## config.mk

```make
export PLATFORM = sky130hd
export DESIGN_NAME = mod_scoreboard
export DESIGN_NICKNAME = d
export VERILOG_FILES = /design/src/rtl/mod_scoreboard.sv
export SDC_FILE = /design/constraint.sdc
export NUM_CORES = 1
export LEC_CHECK = 0
export BUFFER_PORTS_ARGS = -buffer_cell sky130_fd_sc_hd__buf_2
export CAP_MARGIN = 30
export CORE_MARGIN = 2
export CORE_UTILIZATION = 53
export CTS_BUF_LIST = sky130_fd_sc_hd__clkbuf_16
export CTS_CLUSTER_SIZE = 24
export DETAILED_ROUTE_END_ITERATION = 16
export GPL_TIMING_DRIVEN = 0
export PLACE_DENSITY = 0.82
export SLEW_MARGIN = 5
export SYNTH_ARGS = -nofsm -noshare
export SYNTH_HDL_FRONTEND = slang
export SYNTH_SLANG_ARGS = --single-unit
```

## constraint.sdc

```tcl
create_clock -name clk -period 4.3 [get_ports clk]
set_input_delay 0.215 -clock clk [delete_from_list [all_inputs] [get_ports clk]]
set_output_delay 0.215 -clock clk [all_outputs]
set_load 0.01 [all_outputs]
```

## src/rtl/mod_scoreboard.sv

```systemverilog
// Result checker for the MOD datapath: compares measured vs reference remainders,
// counts checks/errors, captures the first mismatch and flags done/pass.
module mod_scoreboard #(
    parameter int unsigned DATAWIDTH  = 32,
    parameter int unsigned CNTWIDTH   = 16,
    parameter int unsigned NUM_CHECKS = 1000
) (
    input  logic                 clk,
    input  logic                 rst,
    input  logic                 clear,
    input  logic [DATAWIDTH-1:0] meas,
    // "ref" is a reserved word, hence ref_val.
    input  logic [DATAWIDTH-1:0] ref_val,
    input  logic                 valid,
    output logic                 err,
    output logic                 err_sticky,
    output logic [CNTWIDTH-1:0]  check_cnt,
    output logic [CNTWIDTH-1:0]  err_cnt,
    output logic [DATAWIDTH-1:0] first_err_meas,
    output logic [DATAWIDTH-1:0] first_err_ref,
    output logic [CNTWIDTH-1:0]  first_err_idx,
    output logic                 done,
    output logic                 pass
);

    typedef enum logic [0:0] {StRun, StDone} state_e;

    localparam logic [CNTWIDTH-1:0] LastIdx = CNTWIDTH'(NUM_CHECKS - 1);
    localparam logic [CNTWIDTH-1:0] CntMax  = '1;
    localparam logic [CNTWIDTH-1:0] CntOne  = CNTWIDTH'(1);

    state_e state;
    logic   mismatch;

    assign mismatch = (meas != ref_val);

    always_ff @(posedge clk) begin
        if (rst || clear) begin
            state          <= StRun;
            err            <= 1'b0;
            err_sticky     <= 1'b0;
            check_cnt      <= '0;
            err_cnt        <= '0;
            first_err_meas <= '0;
            first_err_ref  <= '0;
            first_err_idx  <= '0;
            done           <= 1'b0;
            pass           <= 1'b0;
        end else begin
            err <= 1'b0;
            case (state)
                StRun: begin
                    // Only look at meas/ref under valid so X on idle data stays out of err.
                    if (valid) begin
                        err <= mismatch;
                        if (check_cnt != CntMax) begin
                            check_cnt <= check_cnt + CntOne;
                        end
                        if (mismatch) begin
                            if (err_cnt != CntMax) begin
                                err_cnt <= err_cnt + CntOne;
                            end
                            if (!err_sticky) begin
                                err_sticky     <= 1'b1;
                                first_err_meas <= meas;
                                first_err_ref  <= ref_val;
                                first_err_idx  <= check_cnt;
                            end
                        end
                        if (check_cnt == LastIdx) begin
                            state <= StDone;
                            done  <= 1'b1;
                            pass  <= (err_cnt == '0) && !mismatch;
                        end
                    end
                end
                StDone: begin
                    state <= StDone;
                end
                default: begin
                    state <= StRun;
                end
            endcase
        end
    end

endmodule
```

# Word-level counts from Yosys, hierarchy flattened
# Cells that the tools add are included.
[totals] ff_bits=117 out_inout_bits=116 wordCells=32
[classes] addsub=2 eq_ne=4 n_mux=3 n_bitwise=3 n_reduce_logical=10
[ops] cell="$add A16 B1 Y16 const B" count=2
[ops] cell="$ne A16 B16 Y1 const B" count=2
[ops] cell="$ne A32 B32 Y1" count=1
[ops] cell="$eq A16 B10 Y1 const B" count=1
[ops] cell="$logic_not A16 Y1" count=1
[ops] cell="$reduce_and A3 Y1" count=3
[ops] cell="$reduce_and A4 Y1" count=2
[ops] cell="$not A1 Y1" count=3
[ops] cell="$reduce_or A3 Y1" count=1
[ops] cell="$mux W1" count=2
[ops] cell="$pmux W1 S2" count=1
[ops] cell="$logic_and A1 B1 Y1" count=1
[ops] cell="$logic_not A1 Y1" count=1
[ops] cell="$logic_or A1 B1 Y1" count=1

# Logic depth before layout (Yosys ltp)
# Gate-level depths: netlist of the first run.
[depth] word_depth=4 depth_mapped=8 ltp_nobuf=7

# Least setup slack after synthesis of the first run
# Ideal clock, no wire load.
[synth_timing] path_type="reg2reg" start="reg err_cnt[0]" end="reg err_cnt[10]" setup_time_ns=0.070 t_arrival_ns=1.883 required_ns=4.230 path_slack_ns=2.346 stages_incl_launch_ff=8 n_path_buf=1 synth_period_minus_slack_ns=1.954 path_cell_list="dfxtp_1 > ha_1 > inv_1 > or2_1 > or2_1 > buf_2 > or4_1 > a21oi_1"
[synth_between] elab_chain_len=2
[synth_rtl] item="start: declaration" line="18" source="output logic [CNTWIDTH-1:0] err_cnt,"
[synth_rtl] item="start signal: assignment" line="61" source="err_cnt <= err_cnt + CntOne;"
[synth_rtl] item="parallel branches: the longest is 2 deep, another holds $add A16 B1 Y16"
# Parallel ways; which one is timed is not known.
# A chain may end at the register's enable or synchronous reset.

# Worst setup path in the final report of the first run
[layout_timing] start="reg check_cnt[1]" end="reg check_cnt[2]"
[layout_between] elab_chain_len=2
[layout_rtl] item="start: declaration" line="17" source="output logic [CNTWIDTH-1:0] check_cnt,"
[layout_rtl] item="start signal: assignment" line="57" source="check_cnt <= check_cnt + CntOne;"
[layout_rtl] item="parallel branches: the longest is 2 deep, another holds $add A16 B1 Y16"
# Parallel ways; which one is timed is not known.

==> out/metrics.json, run 1 <==
{
  "run_status": "finished clean",
  "hold-path-endpoint": "first_err_meas[4]",
  "final-seq-area_sq_um": 2342,
  "timing.rr.end": "check_cnt[2]",
  "postLayoutSetupSlackWorst_ns": 2.119,
  "drt_pre_antenna_iters": 5,
  "netlist.top_cell.by_area": "sky130_fd_sc_hd__dfxtp_1",
  "clock_skew_ns": 0.006781,
  "min-delay-path-class": "in -> reg",
  "drc_violation_count_after_routing": 0,
  "relSlewSlack": 0.4284,
  "cp-end-kind": "flip-flop",
  "detail_route.iter0.violations": 262,
  "cellPowerDensity_nw_per_um2": 414.2,
  "die_area_sq_um": 10320,
  "synth_nets": 693,
  "net_load_switching_power_w": 0.0006443,
  "grt_most_used_layer": "met2",
  "timing.reg2reg.worst_path_depth": 6,
  "clk_lat_worst_skew_ns": 0.41,
  "wire_length_of_the_first_global_routing_pass_um": 24970,
  "setup_repair_after_global_routing_missed_its_margin": "false",
  "worstSetupPathType": "reg -> reg",
  "synth_most_common_cell": "sky130_fd_sc_hd__dfxtp_1",
  "post_cts_resized": 0,
  "timing.critical_path.from_type": "flip-flop",
  "worst_hold_launch": "meas[4]",
  "gp_congestion": 0.9458,
  "grt-ovfl-total": 0,
  "grt_start_max_net_pins": 17,
  "clock_sinks": 117,
  "synth_edf_count": 0,
  "final-hold-violation-count": 0,
  "die_h_um": 101.6,
  "synthesis.area_per_instance_sq_um": 8.117,
  "cts_htree_levels": 4,
  "tightestPinTransition_ns": 0.8543,
  "yosys-top-cells-area": "sky130_fd_sc_hd__dfxtp_1 46%, sky130_fd_sc_hd__nand3_1 9.0%, sky130_fd_sc_hd__o21ai_1 8.2%",
  "count_of_state_elements_after_synthesis": 117,
  "seqPwrFrac": 0.403,
  "timing.critical_path.arrival_ns": 2.50,
  "p_sw_frac": 0.2315,
  "post_synth_most_frequent_cells": "117 x sky130_fd_sc_hd__dfxtp_1, 102 x sky130_fd_sc_hd__nand2_1, 91 x sky130_fd_sc_hd__nand3_1",
  "pwr-share-comb": 0.083,
  "ios": 184,
  "crit-reg2reg-launch": "check_cnt[1]",
  "initial_core_util": 0.5464,
  "grt_pass1_vias": 5075,
  "post_layout_min_period_ns": 2.181,
  "tritoncts.num_buffers": 17,
  "final_layout_size_suffix_gt1_frac": 0.2766,
  "clock_power_share": 0.514,
  "post-cts-setup-buffers": 0,
  "critical_path.max_fanout": 7,
  "cts.clk_slew.worst_paths_ns": 0.05,
  "num_vias": 5459,
  "ant_nets": 0,
  "grtUsageMet3": 0.08972,
  "worst-endpoint-required_ns": 4.62,
  "yosysSeqAreaShare": 0.4639,
  "synth_top_cell_area_share": 0.4639,
  "dp_slack_ns": 1.849,
  "cp_cell_sequence": "ha_1, and3_1, nand3_1, o21ai_1, nor2_1, nor3_1",
  "crit_family": "simple AND/OR/NAND/NOR gates",
  "max_clock_freq_ghz": 0.4586,
  "die_x_um": 101.6,
  "grt_use_total": 0.3083,
  "fin_crit_sh": 0.5071,
  "yosys_most_used_dff": "sky130_fd_sc_hd__dfxtp_1",
  "core_region_area_sq_um": 9240,
  "cts_buffer_depth": 2,
  "clock_tree.root_cell": "sky130_fd_sc_hd__clkbuf_16",
  "cellLeakagePower_nw": 2.874,
  "viasPerCell": 5.663,
  "post_synth_instance_area_sq_um": 5049,
  "tritoncts_clock_tree": "yes",
  "antenna_found_initial": 0,
  "cp_slowest_stage_delay_ns": 0.45,
  "hold_buffer_count_at_cts": 0,
  "design.final.nets": 894,
  "internal-power_w": 0.002138,
  "rows": 35,
  "diodes": 0,
  "area.growth.synth_to_final_pct": 33.06,
  "holdPathStages": 3,
  "portBuffers": 182,
  "wirelength_um": 16030,
  "syn-instance-count": 622,
  "met2_usage": 0.4944,
  "avgRoutedWirePerCell_um": 16.63,
  "multi_input_gate_area_in_the_final_layout_sq_um": 2505,
  "async_reset_ff_frac": 0,
  "ff2ff_setup_slack_ns": 2.12,
  "worst-path-buf-inv": 0,
  "yosys.cell_types.count": 45,
  "grt_util_met1": 0.3912,
  "slew_viol_final": 0,
  "fill_cell_count": 757,
  "setup_violations_final": 0,
  "critical-path-slowest-cell": "sky130_fd_sc_hd__dfxtp_1",
  "totalNegativeSetupSlack_ns": 0,
  "vdd_drop_max_v": 0.0002824,
  "cap_violations": 0,
  "yosysWarnings": 0,
  "hpwl_detailed_um": 11880
}
==> how the worst max path moves through the flow <==
| stage | startpoint | end | depth (start not counted) |
|---|---|---|---|
| final | check_cnt[1] | check_cnt[2] | 6 |
| after global routing | check_cnt[0] | check_cnt[2] | 6 |
| after CTS | check_cnt[1] | check_cnt[3] | 6 |
| after detailed placement | ref_val[6] | first_err_ref[24] | 9 |
| after global placement | ref_val[6] | first_err_meas[1] | 9 |
| after floorplan | err_cnt[0] | err_cnt[10] | 7 |
==> cell type report <==
| cell class | count | share of cell area |
|---|---|---|
| multi-input cells | 456 | 0.3729 |
| inverters | 6 | 0.003353 |
| plain buffers | 43 | 0.02663 |
| clock inverters | 14 | 0.02552 |
| repair buffers | 182 | 0.1356 |
| well taps | 129 | 0.02403 |
| flip-flops and latches | 117 | 0.3487 |
| clock buffers | 17 | 0.06333 |
==> state kept, by name, indices dropped and copies added, names as in the netlist, 16 cells and up <==
signal / cells
check_cnt: 16
err_cnt: 16
first_err_idx: 16
first_err_meas: 32
first_err_ref: 32
==> power by group through the flow <==
stage,Combinational (W),Sequential (W),Clock [W]
floorplan,0.000106,0.00115,0
global placement,0.000220,0.00114,0
detailed placement,0.000225,0.00114,0
CTS,0.000228,0.00112,0.00144
global route,0.000251,0.00112,0.00149
finish,0.000230,0.00112,0.00143
==> metal layers <==
layer	vias to the layer above	part of all wire
li1	2583	-
met1	2552	0.42
met5	-	0
met4	0	0.029
met3	45	0.091
met2	279	0.46
==> worst min-delay path: stages <==
cell	delay, ns
sky130_fd_sc_hd__buf_2	0.11
sky130_fd_sc_hd__nand2_1	0.05
sky130_fd_sc_hd__o21ai_1	0.05
==> logic make-up (layout without fill, tap and decap cells) <==
| family | after synthesis | in the layout | share of synthesized area |
|---|---|---|---|
| buffers and inverters | 49 | 262 | 0.03990 |
| XOR/XNOR | 43 | 43 | 0.07460 |
| AO/OA/AOI/OAI | 120 | 120 | 0.1331 |
| AND/OR/NAND/NOR | 286 | 286 | 0.2731 |
| multiplexers | 4 | 4 | 0.007931 |
| adder cells (fa/ha/maj) | 3 | 3 | 0.007436 |
| flip-flops | 117 | 117 | 0.4639 |
==> cell usage in the layout, fill, tap and decap left out, types with 2 or more instances in the layout <==
cell	synthesis	routed
sky130_fd_sc_hd__clkbuf_1	29	29
sky130_fd_sc_hd__o211ai_1	2	2
sky130_fd_sc_hd__clkbuf_16	0	17
sky130_fd_sc_hd__nor3_1	5	5
sky130_fd_sc_hd__clkinv_2	0	4
sky130_fd_sc_hd__dfxtp_1	117	117
sky130_fd_sc_hd__nand2_1	102	102
sky130_fd_sc_hd__nand4b_1	2	2
sky130_fd_sc_hd__o21ai_1	83	83
sky130_fd_sc_hd__buf_2	14	196
sky130_fd_sc_hd__mux2i_1	4	4
sky130_fd_sc_hd__nor2_1	28	28
sky130_fd_sc_hd__o21ai_0	9	9
sky130_fd_sc_hd__and3_1	5	5
sky130_fd_sc_hd__inv_1	6	10
sky130_fd_sc_hd__o31ai_1	5	5
sky130_fd_sc_hd__ha_1	3	3
sky130_fd_sc_hd__a21oi_1	12	12
sky130_fd_sc_hd__bufinv_16	0	4
sky130_fd_sc_hd__nor4b_1	2	2
sky130_fd_sc_hd__or4_1	4	4
sky130_fd_sc_hd__or3_1	12	12
sky130_fd_sc_hd__nand3_1	91	91
sky130_fd_sc_hd__xor2_1	42	42
sky130_fd_sc_hd__or2_1	2	2
sky130_fd_sc_hd__nor4_1	12	12
sky130_fd_sc_hd__nand4_1	10	10
==> metrics by stage <==
| stage | instances | total power, W | instance area, sq um | utilization | hold WS, ns |
|---|---|---|---|---|---|
| floorplan | 622 | 0.001258 | 5049 | - | 0.3476 |
| global placement | 933 | 0.001362 | 6121 | 0.6624 | 0.4414 |
| detailed placement | 933 | 0.001368 | 6121 | 0.6624 | 0.4462 |
| CTS | 964 | 0.002786 | 6718 | 0.7270 | 0.05009 |
| global route | 964 | 0.002860 | 6718 | 0.7270 | 0.05908 |
| finish | 964 | 0.002782 | 6718 | 0.7270 | 0.06221 |
(Power assumes the default switching activity.)
==> run 2, diff against run 1 <==
--- a/config.mk
+++ b/config.mk
@@ -5,15 +5,16 @@
 export SDC_FILE = /design/constraint.sdc
 export NUM_CORES = 1
 export LEC_CHECK = 0
+export ABC_AREA = 1
 export BUFFER_PORTS_ARGS = -buffer_cell sky130_fd_sc_hd__buf_2
 export CAP_MARGIN = 30
 export CORE_MARGIN = 2
-export CORE_UTILIZATION = 53
+export CORE_UTILIZATION = 51
 export CTS_BUF_LIST = sky130_fd_sc_hd__clkbuf_16
 export CTS_CLUSTER_SIZE = 24
 export DETAILED_ROUTE_END_ITERATION = 16
 export GPL_TIMING_DRIVEN = 0
-export PLACE_DENSITY = 0.82
+export PLACE_DENSITY = 0.77
 export SLEW_MARGIN = 5
 export SYNTH_ARGS = -nofsm -noshare
 export SYNTH_HDL_FRONTEND = slang
==> constraint.sdc (replaced) <==
create_clock -name clk -period 2.1 [get_ports clk]
set_input_delay 0.105 -clock clk [delete_from_list [all_inputs] [get_ports clk]]
set_output_delay 0.105 -clock clk [all_outputs]
set_load 0.01 [all_outputs]
==> out/metrics.json, run 2 <==
{
  "layout_commonest_cell": {"value": "sky130_fd_sc_hd__nand2_1", "change": "was sky130_fd_sc_hd__buf_2"},
  "relSlewSlack": {"value": 0.6391, "change": "was 0.4284"},
  "avgRoutedWirePerCell": {"value": 13.12, "unit": "um", "change": "was 16.63 um"},
  "run_status": {"value": "finished clean", "change": "unchanged"},
  "ant_nets": {"value": 0, "change": "unchanged"},
  "portBuffers": {"value": 183, "change": "was 182"},
  "die_h": {"value": 110.8, "unit": "um", "change": "was 101.6 um"},
  "cellPowerDensity": {"value": 707.1, "unit": "nW/um^2", "change": "was 414.2 nW/um^2"},
  "clk_lat_worst_skew": {"value": 0.41, "unit": "ns", "change": "about the same"},
  "synth_most_common_cell": {"value": "sky130_fd_sc_hd__nand2_1", "change": "was sky130_fd_sc_hd__dfxtp_1"},
  "count_of_state_elements_after_synthesis": {"value": 117, "change": "unchanged"},
  "synth_edf_count": {"value": 0, "change": "unchanged"},
  "clock_power_share": {"value": 0.457, "change": "was 0.514"},
  "worstSetupPathType": {"value": "in -> reg", "change": "was reg -> reg"},
  "initial_core_util": {"value": 0.5293, "change": "was 0.5464"},
  "reg_top3": {"value": "first_err_meas (32), first_err_ref (32)", "change": "unchanged"},
  "postLayoutSetupSlackWorst": {"value": 0.04142, "unit": "ns", "change": "was 2.119 ns"},
  "internal-power": {"value": 0.004324, "unit": "W", "change": "was 0.002138 W"},
  "final_cell_mix": {"value": "282 x sky130_fd_sc_hd__nand2_1, 219 x sky130_fd_sc_hd__nor2_1, 189 x sky130_fd_sc_hd__buf_2", "change": "was 196 x sky130_fd_sc_hd__buf_2, 117 x sky130_fd_sc_hd__dfxtp_1, 102 x sky130_fd_sc_hd__nand2_1"},
  "vdd_drop_max": {"value": 0.0007988, "unit": "V", "change": "was 0.0002824 V"},
  "timing.critical_path.from_type": {"value": "primary input", "change": "was flip-flop"},
  "rows": {"value": 38, "change": "was 35"},
  "cellLeakagePower": {"value": 4.303, "unit": "nW", "change": "was 2.874 nW"},
  "fin_crit_sh": 0.9803,
  "die_area": {"value": 12270, "unit": "sq um", "change": "was 10320 sq um"},
  "timing.critical_path.arrival": {"value": 2.35, "unit": "ns", "change": "was 2.50 ns"},
  "cts.clk_slew.worst_paths": {"value": 0.05, "unit": "ns", "change": "about the same"},
  "max_clock_freq_ghz": 0.4858,
  "drt_pre_antenna_iters": {"value": 5, "change": "unchanged"},
  "finish.cell_count_without_fillers": {"value": 1359, "change": "was 964"},
  "clock_skew": {"value": 0.01109, "unit": "ns", "change": "was 0.006781 ns"},
  "netlist.top_cell.by_area": {"value": "sky130_fd_sc_hd__dfxtp_1", "change": "unchanged"},
  "design.final.nets": {"value": 1279, "change": "was 894"},
  "placedCellCount": {"value": 1262, "change": "was 933"},
  "clock_sinks": {"value": 117, "change": "unchanged"},
  "synth_top_cell_area_share": {"value": 0.4029, "change": "was 0.4639"},
  "post_layout_min_period_ns": 2.059,
  "cts_buffer_depth": {"value": 2, "change": "unchanged"},
  "post_synth_instance_area": {"value": 5813, "unit": "sq um", "change": "was 5049 sq um"},
  "final_layout_size_suffix_gt1_frac": {"value": 0.1929, "change": "was 0.2766"},
  "setup_repair_after_global_routing_missed_its_margin": {"value": "true", "change": "was false"},
  "postPlaceCellArea": {"value": 6904, "unit": "sq um", "change": "was 6121 sq um"},
  "core_region_area": {"value": 10980, "unit": "sq um", "change": "was 9240 sq um"},
  "final-hold-violation-count": {"value": 0, "change": "unchanged"},
  "layout.core_utilization": {"value": 0.7421, "change": "was 0.7270"},
  "pwr-share-comb": {"value": 0.138, "change": "was 0.083"},
  "fin_worst_hold_slack": {"value": 0.1083, "unit": "ns", "change": "was 0.06221 ns"},
  "cp_cell_sequence": {"value": "dlygate4sd3_1, buf_2, xnor2_2, nand2_1, nor2_2, nand2_1, nor2_4, nand2_4, nand3_4, buf_8, buf_6, nand2_1, nand2_1, nor2_1", "change": "was ha_1, and3_1, nand3_1, o21ai_1, nor2_1, nor3_1"},
  "seqPwrFrac": {"value": 0.406, "change": "was 0.403"},
  "clock_tree.root_cell": {"value": "sky130_fd_sc_hd__clkbuf_16", "change": "unchanged"},
  "cp_slowest_stage_delay": {"value": 0.53, "unit": "ns", "change": "was 0.45 ns"},
  "worst-endpoint-required": {"value": 2.40, "unit": "ns", "change": "was 4.62 ns"},
  "grt-ovfl-total": {"value": 0, "change": "unchanged"},
  "die_x": {"value": 110.8, "unit": "um", "change": "was 101.6 um"},
  "num_vias": {"value": 6531, "change": "was 5459"},
  "cp-end-kind": {"value": "flip-flop", "change": "unchanged"},
  "grt_start_max_net_pins": {"value": 17, "change": "unchanged"},
  "syn-instance-count": {"value": 939, "change": "was 622"},
  "tightestPinTransition": {"value": 0.5414, "unit": "ns", "change": "was 0.8543 ns"},
  "min-delay-path-class": {"value": "in -> reg", "change": "unchanged"},
  "grt_pass1_vias": {"value": 6248, "change": "was 5075"},
  "critical-path-slowest-cell": {"value": "sky130_fd_sc_hd__dlygate4sd3_1", "change": "was sky130_fd_sc_hd__dfxtp_1"},
  "antenna_found_initial": {"value": 1, "change": "was 0"},
  "yosys.cell_types.count": {"value": 28, "change": "was 45"},
  "wirelength": {"value": 17830, "unit": "um", "change": "was 16030 um"},
  "area.growth.synth_to_final": {"value": 40.21, "unit": "%", "change": "was 33.06%"},
  "ios": {"value": 184, "change": "unchanged"},
  "detail_route.iter0.violations": {"value": 435, "change": "was 262"},
  "hpwl_detailed": {"value": 11570, "unit": "um", "change": "was 11880 um"},
  "setup_violations_final": {"value": 0, "change": "unchanged"},
  "gp_congestion": {"value": 0.9110, "change": "was 0.9458"},
  "slew_viol_final": {"value": 0, "change": "unchanged"},
  "grt_use_total": {"value": 0.2897, "change": "was 0.3083"},
  "finished_layout_cell_area": {"value": 8150, "unit": "sq um", "change": "was 6718 sq um"},
  "tritoncts.num_buffers": {"value": 17, "change": "unchanged"},
  "async_reset_ff_frac": {"value": 0, "change": "unchanged"},
  "synth_nets": {"value": 1010, "change": "was 693"},
  "wire_length_of_the_first_global_routing_pass": {"value": 29210, "unit": "um", "change": "was 24970 um"},
  "post_synth_most_frequent_cells": {"value": "282 x sky130_fd_sc_hd__nand2_1, 222 x sky130_fd_sc_hd__nor2_1, 159 x sky130_fd_sc_hd__inv_1", "change": "was 117 x sky130_fd_sc_hd__dfxtp_1, 102 x sky130_fd_sc_hd__nand2_1, 91 x sky130_fd_sc_hd__nand3_1"},
  "yosys_most_used_dff": {"value": "sky130_fd_sc_hd__dfxtp_1", "change": "unchanged"},
  "cts_htree_levels": {"value": 4, "change": "unchanged"},
  "most_repeated_library_cell_on_the_critical_path": "sky130_fd_sc_hd__nand2_1",
  "yosysSeqAreaShare": {"value": 0.4029, "change": "was 0.4639"},
  "p_sw_frac": {"value": 0.2497, "change": "was 0.2315"},
  "net_load_switching_power": {"value": 0.001439, "unit": "W", "change": "was 0.0006443 W"},
  "tritoncts_clock_tree": {"value": "yes", "change": "unchanged"},
  "viasPerCell": {"value": 4.806, "change": "was 5.663"},
  "drc_violation_count_after_routing": {"value": 0, "change": "unchanged"},
  "critical_path.max_fanout": {"value": 10, "change": "was 7"},
  "synthesis.area_per_instance": {"value": 6.191, "unit": "sq um", "change": "was 8.117 sq um"},
  "yosysWarnings": {"value": 0, "change": "unchanged"},
  "dp_slack": {"value": 0.1248, "unit": "ns", "change": "was 1.849 ns"},
  "yosys-top-cells-area": {"value": "sky130_fd_sc_hd__dfxtp_1 40%, sky130_fd_sc_hd__nand2_1 18%, sky130_fd_sc_hd__nor2_1 14%", "change": "was sky130_fd_sc_hd__dfxtp_1 46%, sky130_fd_sc_hd__nand3_1 9.0%, sky130_fd_sc_hd__o21ai_1 8.2%"},
  "cap_violations": {"value": 0, "change": "unchanged"}
}
[run 2: kinds of logic (layout without fill, tap and decap cells)]
family / Yosys count / in the layout / share of synthesized area
and+or+nand+nor: 571 / 571 / 0.3907
buffers and inverters: 194 / 473 / 0.1345
DFF: 117 / 117 / 0.4029
AOI/OAI and AO/OA: 27 / 27 / 0.02475
xor gates and xnor gates: 27 / 27 / 0.04068
adders and majority gates: 3 / 3 / 0.006458
other: 0 / 1 / 0
[run 2: power by group through the flow]
stage | sequential (W) | clock (W) | combinational [W]
5_1_grt | 0.00234 | 0.00278 | 0.000877
4_1_cts | 0.00234 | 0.00267 | 0.000755
3_5_place_dp | 0.00238 | 0 | 0.000657
2_1_floorplan | 0.00242 | 0 | 0.000360
6_report | 0.00234 | 0.00263 | 0.000793
3_3_place_gp | 0.00238 | 0 | 0.000649
[run 2: critical path: cells and delay by family]
kind / cells / cell delay (ns)
xor gates and xnor gates: 1 / 0.19
buffers and inverters: 4 / 1.00
and+or+nand+nor: 9 / 1.05
[run 2: layout make-up]
| class | count | area, sq um |
|---|---|---|
| clock inverters | 12 | 100.1 |
| fillers | 827 | 2833 |
| diodes | 1 | 2.502 |
| well taps | 140 | 175.2 |
| clock buffers | 17 | 425.4 |
| multi-input cells | 628 | 2726 |
| plain buffers | 34 | 195.2 |
| flip-flops and latches | 117 | 2342 |
| inverters | 160 | 604.3 |
| repair buffers | 250 | 1579 |
[run 2: metal layers]
metal / part of all wire / up-vias / global-route usage
li1: - / 3321 / -
met1: 0.42 / 2904 / 0.3333
met2: 0.48 / 262 / 0.4998
met3: 0.076 / 44 / 0.09295
met4: 0.029 / 0 / 0.1133
met5: 0 / - / 0
[run 2: final timing paths]
check	slack, ns	startpoint	depth (start not counted)	end
worst max-delay path	0.04	ref_val[5]	14	first_err_meas[13]
worst min-delay path	0.11	rst	4	check_cnt[13]
worst max register to register	0.20	check_cnt[0]	9	check_cnt[9]
worst min register to register	0.48	state	2	state
[run 2: metrics by stage]
step / power (W) / TNS (ns)
floorplan: 0.002776 / 0
global placement: 0.003027 / 0
detailed placement: 0.003037 / 0
CTS: 0.005756 / 0
global route: 0.006002 / -0.09567
finish: 0.005763 / 0
[run 2: repair_timing]
action / 4_1_cts / 5_1_grt
endpoints found under the setup margin: 0 / 96
buffers inserted: 0 / 3
hold buffers: 64 / 0
hold endpoints to repair: 64 / 0
gates resized for setup: 0 / 13
